File: src/rtl/shift_seq8.sv
// Sequential 8-bit shifter: iterates a one-bit shift stage amount times; done at start+amount+1 cycles.
// No backpressure: start is accepted only in IDLE/DONE and silently ignored while busy.

module shift1_8 (
    input  logic [7:0] d,
    input  logic       rl,
    output logic [7:0] q,
    output logic       co
);
    assign q  = rl ? {d[6:0], 1'b0} : {1'b0, d[7:1]};
    assign co = rl ? d[7] : d[0];
endmodule

module shift_seq8 #(
    parameter int WIDTH = 8,
    parameter int CNT_W = 3
) (
    input  logic             clk,
    input  logic             rst_n,
    input  logic             start,
    input  logic [WIDTH-1:0] din,
    input  logic [CNT_W-1:0] amount,
    input  logic             dir,
    output logic             busy,
    output logic             done,
    output logic [WIDTH-1:0] dout,
    output logic             carry_out
);
    typedef enum logic [1:0] {IDLE, SHIFT, DONE} state_t;

    state_t           state;
    logic [CNT_W-1:0] cnt;
    logic             dir_r;
    logic [WIDTH-1:0] stage_q;
    logic             stage_co;

    shift1_8 u_stage (
        .d  (dout),
        .rl (dir_r),
        .q  (stage_q),
        .co (stage_co)
    );

    always_ff @(posedge clk or negedge rst_n) begin
        if (!rst_n) begin
            state     <= IDLE;
            dout      <= '0;
            carry_out <= 1'b0;
            cnt       <= '0;
            dir_r     <= 1'b0;
        end else begin
            case (state)
                IDLE, DONE: begin
                    // DONE accepts a new start so back-to-back operations need no bubble
                    if (start) begin
                        dout      <= din;
                        cnt       <= amount;
                        dir_r     <= dir;
                        carry_out <= 1'b0;
                        state     <= (amount != '0) ? SHIFT : DONE;
                    end else begin
                        state <= IDLE;
                    end
                end
                SHIFT: begin
                    dout      <= stage_q;
                    carry_out <= stage_co;
                    cnt       <= cnt - 1'b1;
                    if (cnt == CNT_W'(1))
                        state <= DONE;
                end
                default: state <= IDLE;
            endcase
        end
    end

    assign busy = (state == SHIFT);
    assign done = (state == DONE);
endmodule
File: config.mk
export PLATFORM = sky130hd
export DESIGN_NAME = shift_seq8
export DESIGN_NICKNAME = d
export VERILOG_FILES = /design/src/rtl/shift_seq8.sv
export SDC_FILE = /design/constraint.sdc
export NUM_CORES = 1
export LEC_CHECK = 0
export CAP_MARGIN = 20
export CORE_MARGIN = 2
export CORE_UTILIZATION = 41
export CTS_CLUSTER_DIAMETER = 120
export CTS_CLUSTER_SIZE = 20
export DETAILED_ROUTE_END_ITERATION = 8
export MAX_ROUTING_LAYER = met4
export PLACE_DENSITY = 0.76
export SLEW_MARGIN = 15
export SYNTH_ARGS = -nofsm -noshare
export SYNTH_HDL_FRONTEND = slang
export SYNTH_SLANG_ARGS = --single-unit
export TNS_END_PERCENT = 5
File: constraint.sdc
create_clock -name clk -period 1.05 [get_ports clk]
set_input_delay 0.21 -clock clk [delete_from_list [all_inputs] [get_ports clk]]
set_output_delay 0.21 -clock clk [all_outputs]
set_load 0.005 [all_outputs]
==> results.cfg, run 1 <==
[cts]
clk_latency_ns = 0.28
cts_inserted_buffers = 3
clockBufferDepth = 2
hold_buffers = 0
cts_tree = done
htreeDepth = 1
clock-sinks = 15
cts_root_buffer = clkbuf_4
path_clk_slew_ns = 0.09

[drt]
routedWlPerCell_um = 13.54
wl_um = 2234
drt-pass1-iter-count = 5
drtIter0Drc = 22
via_per_inst = 4.988
drcViolationCount = 0
drtAntennaViolNets = 0
vias = 823

[setup_path]
critPathLaunchType = flip-flop
crit_path_max_fanout = 4
critPathArrivalTime_ns = 1.54
critical_path_required_ns = 1.22
worst-setup-path-type = reg2reg
end_kind = flip-flop

[floorplan]
chipHeight_um = 49.46
die-area_um2 = 2446
die_x_um = 49.46
ioPinCount = 26
coreArea_um2 = 1962
rows = 16
initial_core_util_pct = 43.18

[logic_synthesis]
synthFlopType = dfrtp_1
synth_nets = 102
synth_edf_count = 0
synth-seq-cells = 15
yosys.area.top_type = dfrtp_1
yosys_warnings = 0
synth.avg_cell_area_um2 = 9.965
yosysTopAreaCellShare_pct = 44.31
synth-seq-area-share_pct = 44.31
synth_area_leaders = dfrtp_1 44%, a211oi_2 8.9%, nand2_1 8.0%
synthCells = 85
ys_types = 27
ys_async_sr_fraction_pct = 100.0
synth_area_um2 = 847.1

[sta]
fin_ws_ns = -0.3131
max_freq_ghz = 0.7336
whs_ns = 0.2273
drv_slew = 0
min_period_over_period_pct = 129.8
rsz0062_at_grt = yes
hold_viol = 0
period_minus_slack_ns = 1.363
setup_viol = 17
slew_headroom_pct = 83.76
worst_clock_skew_ns = 0.004350
tightest_slew_ns = 0.2436

[global_routing]
grt_pass1_wl_um = 3815
grt_overflow_total = 0
grt_pass1_vias = 846
antenna_found_initial = 0
gr-usage-all-layers_pct = 21.26
grt_max_degree = 20

[run]
maxCapViolCount = 0

[pwr]
leakagePower_nw = 0.6051
total_power_mw = 4.112
p_per_area_nw_per_um2 = 3154
ir_drop_v = 0.001758

[placed_design]
dp_slack_ns = -0.3619
placed_area_um2 = 1297
numPortBuffers = 25
place_hpwl_um = 1627
place.gp.congestion = 0.7898

[layout]
fin_area_um2 = 1304
synthToLayoutAreaGrowth_pct = 53.91
multi_input_area_um2 = 417.9
fillCellCount = 170
diodes = 0
seq_area_um2 = 376.6
nets = 156
drive_gt1_share_pct = 40.58

[status]
status = complete, but fails checks
violations = setup timing

[min_path]
hold_class = in2async
[cells by family (layout without fill, tap and decap cells)]
family                     count (synthesis)  in the layout  share of synthesized area, %
muxes                                      1              1                         1.182
buffers and inverters                     10             63                         6.940
DFF                                       15             15                         44.31
and+or+nand+nor                           33             33                         19.50
AOI/OAI and AO/OA                         24             24                         25.11
adders and majority gates                  2              2                         2.954
[critical path: stages, from the launching register on]
cell     delay, ns
dfrtp_2       0.45
buf_6         0.13
buf_4         0.13
nor2b_4       0.17
nor2_2        0.07
a221o_1       0.30
[through the flow]
stage | instances | setup TNS [ns] | utilization, %
after floorplan | 85 | -0.02384 | -
after global placement | 157 | -4.374 | 66.14
after detailed placement | 157 | -4.864 | 66.14
after CTS | 165 | -4.393 | 68.69
after global routing | 165 | -4.691 | 66.45
final | 165 | -3.709 | 66.45
[cell type report]
class	instances	area share (%)
multi-input combinational	60	32.05
clock buffer	4	2.015
tap	27	2.591
inverter	5	1.536
timing repair buffer	54	32.92
sequential	15	28.89
[state kept, by name (all words and copies together), names as in the netlist]
register	flops
state	2
dout	8
dir_r	1
cnt	3
carry_out	1
[cells in the mapped netlist, types with 2 or more instances]
master and number:
a21oi_1 2, a221o_1 2, a31oi_1 8, nor2b_1 7, ha_1 2, nor2_1 2, a211oi_2 6, dfrtp_1 15
buf_4 3, inv_1 4, nand2_1 18
[what timing repair did]
item,CTS,global route
pin swaps,6,0
gates resized for setup,27,10
setup buffers,4,0
cloned,0,0
setup endpoints to repair,26,26
[where the power goes]
group | switching (mW) | internal, mW
clock network | 0.193 | 0.147
logic | 1.20 | 1.46
registers | 0.230 | 0.888
[path summary, 6_finish.rpt]
kind | from | end | slack (ns) | cells after the start
worst max-delay path | state[0]$_DFFE_PN0P_ | cnt[1]$_DFFE_PN0P_ | -0.31 | 5
worst min-delay path | rst_n | dout[1]$_DFFE_PN0P_ | 0.23 | 2
worst max register to register | state[0]$_DFFE_PN0P_ | cnt[1]$_DFFE_PN0P_ | -0.31 | 5
worst min register to register | carry_out$_DFFE_PN0P_ | carry_out$_DFFE_PN0P_ | 0.50 | 1
max in group asynchronous | rst_n | state[0]$_DFFE_PN0P_ | 0.62 | 2
min in group clk | din[3] | dout[3]$_DFFE_PN0P_ | 0.48 | 3
[placed cells by master, fill, tap and decap left out, types with 3 or more instances in the layout]
master and n:
buf_4 27, a211oi_2 6, clkbuf_2 9, nor2b_1 7
nand2_1 18, clkbuf_4 3, clkdlybuf4s50_1 14, inv_1 4
a31oi_1 8, dfrtp_1 14
[per-layer routing]
layer  wire length, µm  track usage, %
met2              1116           34.23
met4                33           9.722
met5                 0               -
met3               114           3.939
met1               969           26.02
(Power assumes the default switching activity.)
==> run 2, diff against run 1 <==
- ABC_AREA: not set -> 1
- CORE_UTILIZATION: 41 -> 35
- PLACE_DENSITY: 0.76 -> 0.66
==> run 2 against run 1 <==
  * Clock-buffer cell count is the same
  * Critical path type is now reg2out
  * Sequential power decreased by 5%
  * Critical endpoint is now busy
  * Combinational power increased by 11%
  * The run still ends with setup timing left
==> results.cfg, run 2 <==
[sta]
slew_headroom_pct = 80.82
tightest_slew_ns = 0.2856
drv_slew = 0
worst_clock_skew_ns = 0.007667
setup_viol = 16
hold_viol = 0
fin_ws_ns = -0.1080
setup-tns-final_ns = -1.092
rsz0062_at_grt = yes
period_minus_slack_ns = 1.158
max_freq_ghz = 0.8636
min_period_over_period_pct = 110.3

[pwr]
ir_drop_v = 0.002006
total_power_mw = 4.334
leakagePower_nw = 0.6844
p_per_area_nw_per_um2 = 3149

[global_routing]
grt_overflow_total = 0
gr-usage-all-layers_pct = 15.93
grt_pass1_wl_um = 3312
top_usage_layer = met2
antenna_found_initial = 0
grt.met1_usage_pct = 18.23
grt_pass1_vias = 806
met3_usage_pct = 2.419
met2_usage_pct = 27.98
grt_max_degree = 16

[status]
violations = setup timing
status = complete, but fails checks

[run]
maxCapViolCount = 0

[cts]
path_clk_slew_ns = 0.09
hold_buffers = 0
cts_root_buffer = clkbuf_4
cts_inserted_buffers = 3
htreeDepth = 1
clockBufferDepth = 2
cts_tree = done
clock-sinks = 15
clk_latency_ns = 0.28

[logic_synthesis]
yosysMostFrequentCell = nand2_1
synth_area_leaders = dfrtp_1 41%, nand2_1 17%, a21oi_2 5.8%
synthFlopType = dfrtp_1
synth_edf_count = 0
synthCells = 116
synth-seq-cells = 15
synth_area_um2 = 910.9
ys_async_sr_fraction_pct = 100.0
yosys.area.top_type = dfrtp_1
synth_common_cells = 42 x nand2_1, 15 x dfrtp_1, 10 x o21ai_0
yosysTopAreaCellShare_pct = 41.21
ys_types = 22
synth-seq-area-share_pct = 41.21
yosys_warnings = 0
synth.avg_cell_area_um2 = 7.852
synth_nets = 133

[drt]
routedWlPerCell_um = 11.16
drtIter0Drc = 13
via_per_inst = 4.703
vias = 917
drt-pass1-iter-count = 4
wl_um = 2176
drtAntennaViolNets = 0
drcViolationCount = 0

[placed_design]
numPortBuffers = 25
placed_area_um2 = 1334
place_hpwl_um = 1690
place.gp.congestion = 0.8050

[setup_path]
crit_chain = inv_2 > nor2_4 > buf_2
critPathLaunch = state[0]$_DFFE_PN0P_
critical_path_required_ns = 0.84
reg2reg_depth = 6
reg2reg_to = cnt[1]$_DFFE_PN0P_
critPathMaxStageDelay_ns = 0.41
worst-setup-path-type = reg2out
end_kind = output pin
r2r-start = state[1]$_DFFE_PN0P_
crit_path_max_fanout = 3
critPathArrivalTime_ns = 0.95
worstSetupEndpoint = busy
cp_slowest_cell = dfrtp_1
r2r_slack_ns = -0.10
critPathLaunchType = flip-flop

[floorplan]
rows = 18
die-area_um2 = 3027
chipHeight_um = 55.02
coreArea_um2 = 2477
die_x_um = 55.02
ioPinCount = 26
initial_core_util_pct = 36.77

[min_path]
hold_class = in2async

[layout]
fillCellCount = 257
seq_area_um2 = 375.4
synthToLayoutAreaGrowth_pct = 51.10
multi_input_area_um2 = 494.2
mostFrequentLayoutCells = 39 x nand2_1, 20 x buf_4, 15 x dfrtp_1
top_regs = dout x8, cnt x3, state x2
largest_register_ffs = 8
diodes = 0
fin_area_um2 = 1376
drive_gt1_share_pct = 41.21
final_common_cell = nand2_1
nets = 183
largest_register = dout
run 2: cell count changes after synthesis, moves of 4 or more:
cell      previous run  this run
nand2_1             18        42
o21ai_0              1        10
a31oi_1              8         0
nor2b_1              7         0
a211oi_2             6         0
a21oi_2              0         6
nor2_2               1         7
inv_1                4         8
nand3_1              0         4
run 2: kinds of logic after synthesis:
family | Yosys count | synth area share [%]
AOI/OAI and AO/OA | 20 | 13.87
DFF | 15 | 41.21
adders and majority gates | 2 | 2.747
and+or+nand+nor | 64 | 32.97
buffers and inverters | 15 | 9.202
run 2: how the worst min path moves through the flow:
stage                  startpoint                     to  slack [ns]
2_1_floorplan               rst_n  carry_out$_DFFE_PN0P_       -0.09
5_1_grt                     rst_n    dout[3]$_DFFE_PN0P_        0.25
6_report                    rst_n    dout[3]$_DFFE_PN0P_        0.23
3_5_place_dp   cnt[1]$_DFFE_PN0P_     cnt[1]$_DFFE_PN0P_        0.48
4_1_cts                     rst_n    dout[3]$_DFFE_PN0P_        0.24
3_3_place_gp   cnt[1]$_DFFE_PN0P_     cnt[1]$_DFFE_PN0P_        0.47
run 2: area by class of cell:
| cell class | instances | share of cell area (%) |
|---|---|---|
| timing repair buffer | 49 | 29.00 |
| tap | 30 | 2.727 |
| multi-input combinational | 86 | 35.91 |
| clock buffer | 4 | 1.909 |
| sequential | 15 | 27.27 |
| inverter | 11 | 3.182 |
run 2: metal layers:
layer / share of wire (%) / up-vias
met1: 43 / 431
met2: 51 / 20
met3: 5.3 / 4
met4: 0.55 / 0
li1: - / 462
met5: 0 / -
run 2: per-stage QoR:
stage	instances	worst slack, ns	util (%)	hold slack [ns]
floorplan	116	0.02962	-	-0.08559
global placement	189	-0.2174	53.84	0.4717
detailed placement	189	-0.2511	53.84	0.4758
CTS	195	-0.1352	55.71	0.2403
global route	195	-0.1788	55.56	0.2452
finish	195	-0.1080	55.56	0.2341
run 2: what timing repair did:
action / in CTS / in global routing
endpoints found under the setup margin: 26 / 26
setup buffers: 2 / 0
pin swaps: 1 / 4
gates resized for setup: 36 / 16
run 2: where the power goes:
part	switching, mW	total [mW]	internal (mW)
Combinational	1.52	2.95	1.43
Clock	0.184	0.332	0.147
Sequential	0.178	1.06	0.877
run 2: worst max-delay path: cells and delay by family (launching register included):
| family | cells | cell delay, ns |
|---|---|---|
| AND/OR/NAND/NOR | 1 | 0.04 |
| buffers and inverters | 2 | 0.21 |
| flip-flops | 1 | 0.41 |
==> run 3, diff against run 2 <==
- CORE_ASPECT_RATIO: not set -> 0.8
- CORE_MARGIN: 2 -> 3
- PLACE_DENSITY: 0.66 -> 0.64
- clock period: 1.05 -> 1.45 ns (I/O delays scaled with it)
==> run 3 against run 2 <==
  * The flow now finishes without violations
  * Via count down 9.9%
  * Design area down 11%
  * Cell count down 6.7%
  * Clock-buffer cell count down 1
  * Clock skew up 0.0027 ns
  * Critical path depth unchanged
  * Global-route usage down 0.54 points
  * Sequential power down 19%
==> results.cfg, run 3 (synthesis results as in run 2) <==
[status]
status = completed

[layout]
synthToLayoutAreaGrowth_pct = 34.48
mostFrequentLayoutCells = 42 x nand2_1, 15 x dfrtp_1, 14 x clkdlybuf4s50_1
largest_register = dout
largest_register_ffs = 8
nets = 166
finalNonFillerCells = 182
drive_gt1_share_pct = 23.65
top_regs = dout x8, cnt x3, state x2
fillCellCount = 227
final_common_cell = nand2_1
diodes = 0

[global_routing]
antenna_found_initial = 0
grt_overflow_total = 0
gr-usage-all-layers_pct = 15.39
grt_pass1_vias = 802
grt_max_degree = 16
grt_pass1_wl_um = 3788

[drt]
drcViolationCount = 0
drt-pass1-iter-count = 4
drtAntennaViolNets = 0
dr_wl_met3_um = 90
routedWlPerCell_um = 11.99
top_layer = met4
wl_met1_um = 1063
wl_met2_um = 1015
vias = 826
drtIter0Drc = 28
via_per_inst = 4.538
wl_um = 2182

[setup_path]
critPathLaunchType = flip-flop
r2r-start = state[0]$_DFFE_PN0P_
end_kind = output pin
critical_path_required_ns = 1.16
critPathLaunch = state[1]$_DFFE_PN0P_
critPathArrivalTime_ns = 1.06
worst-setup-path-type = reg2out
crit_path_max_fanout = 2

[placed_design]
place.gp.congestion = 0.7897
numPortBuffers = 25
dp.cells = 177
place_hpwl_um = 1639

[cts]
hold_buffers = 0
path_clk_slew_ns = 0.10
clock-sinks = 15
clk_latency_ns = 0.29
cts_root_buffer = clkbuf_4
cts_tree = done
cts_inserted_buffers = 3
htreeDepth = 1
clockBufferDepth = 2

[sta]
max_freq_ghz = 0.7407
period_minus_slack_ns = 1.350
setup_viol = 0
hold_viol = 0
setup-tns-final_ns = 0
slew_headroom_pct = 77.80
rsz0062_at_grt = no
tightest_slew_ns = 0.3304
min_period_over_period_pct = 93.11
drv_slew = 0
worst_clock_skew_ns = 0.01040

[pwr]
p_per_area_nw_per_um2 = 2173
ir_drop_v = 0.0008961
leakagePower_nw = 0.6068
total_power_mw = 2.661

[floorplan]
die_x_um = 63.04
die-area_um2 = 3255
initial_core_util_pct = 39.46
chipHeight_um = 51.63
ioPinCount = 26
rows = 15
coreArea_um2 = 2308

[run]
maxCapViolCount = 0

[min_path]
hold_class = in2async
## run 3: changes by cell type in the layout (fill, tap and decap cells not counted), sizes merged
cell,before,now
dlygate4sd2,0,9
buf,28,7
clkdlybuf4s15,0,1
clkbuf,11,4
clkinv,0,1
## run 3: timing repair
item	in CTS	in global routing
endpoints found under the setup margin	11	2
resized for setup	11	3
pin swaps	0	0
setup buffers	1	0
## run 3: metrics by stage
stage / instance area (µm²) / hold WS [ns] / util (%) / setup slack (ns)
2_1_floorplan: 910.9 / -0.005591 / - / 0.4296
3_3_place_gp: 1206 / 0.4786 / 52.25 / 0.04438
3_5_place_dp: 1206 / 0.4918 / 52.25 / 0.02000
4_1_cts: 1227 / 0.3021 / 53.17 / 0.02224
5_1_grt: 1225 / 0.3164 / 53.06 / 0.004209
6_report: 1225 / 0.3013 / 53.06 / 0.09990
## run 3: worst paths after layout
check	end	slack [ns]	cells past startpoint
worst max-delay path	done	0.1	3
worst min-delay path	dout[0]$_DFFE_PN0P_	0.30	2
worst max register to register	dout[1]$_DFFE_PN0P_	0.25	6
worst min register to register	cnt[1]$_DFFE_PN0P_	0.51	2
max in group asynchronous	cnt[1]$_DFFE_PN0P_	0.96	2
min in group clk	cnt[1]$_DFFE_PN0P_	0.51	2
## run 3: per-layer routing
metal	vias to the layer above	track usage, %
met3	2	4.104
li1	426	-
met5	-	-
met1	383	20.78
met4	0	3.297
met2	15	23.29
## run 3: layout make-up
type	count	area [µm²]	area share (%)
flip-flops and latches	15	375.4	30.64
inverters	11	41.29	3.371
multi-input cells	86	451.7	36.87
clock inverters	1	5.005	0.4086
repair buffers	32	286.5	23.39
well taps	34	42.54	3.473
clock buffers	3	22.52	1.839
## run 3: critical path, stage by stage, from the launching register on
cell	delay, ns
dfrtp_1	0.41
inv_2	0.05
nor2_1	0.09
clkdlybuf4s15_1	0.22
## run 3: report_power, final
part | internal (mW) | switching, mW | total [mW]
logic | 0.696 | 0.860 | 1.56
clock network | 0.103 | 0.145 | 0.248
registers | 0.635 | 0.223 | 0.858
total | 1.43 | 1.23 | 2.66
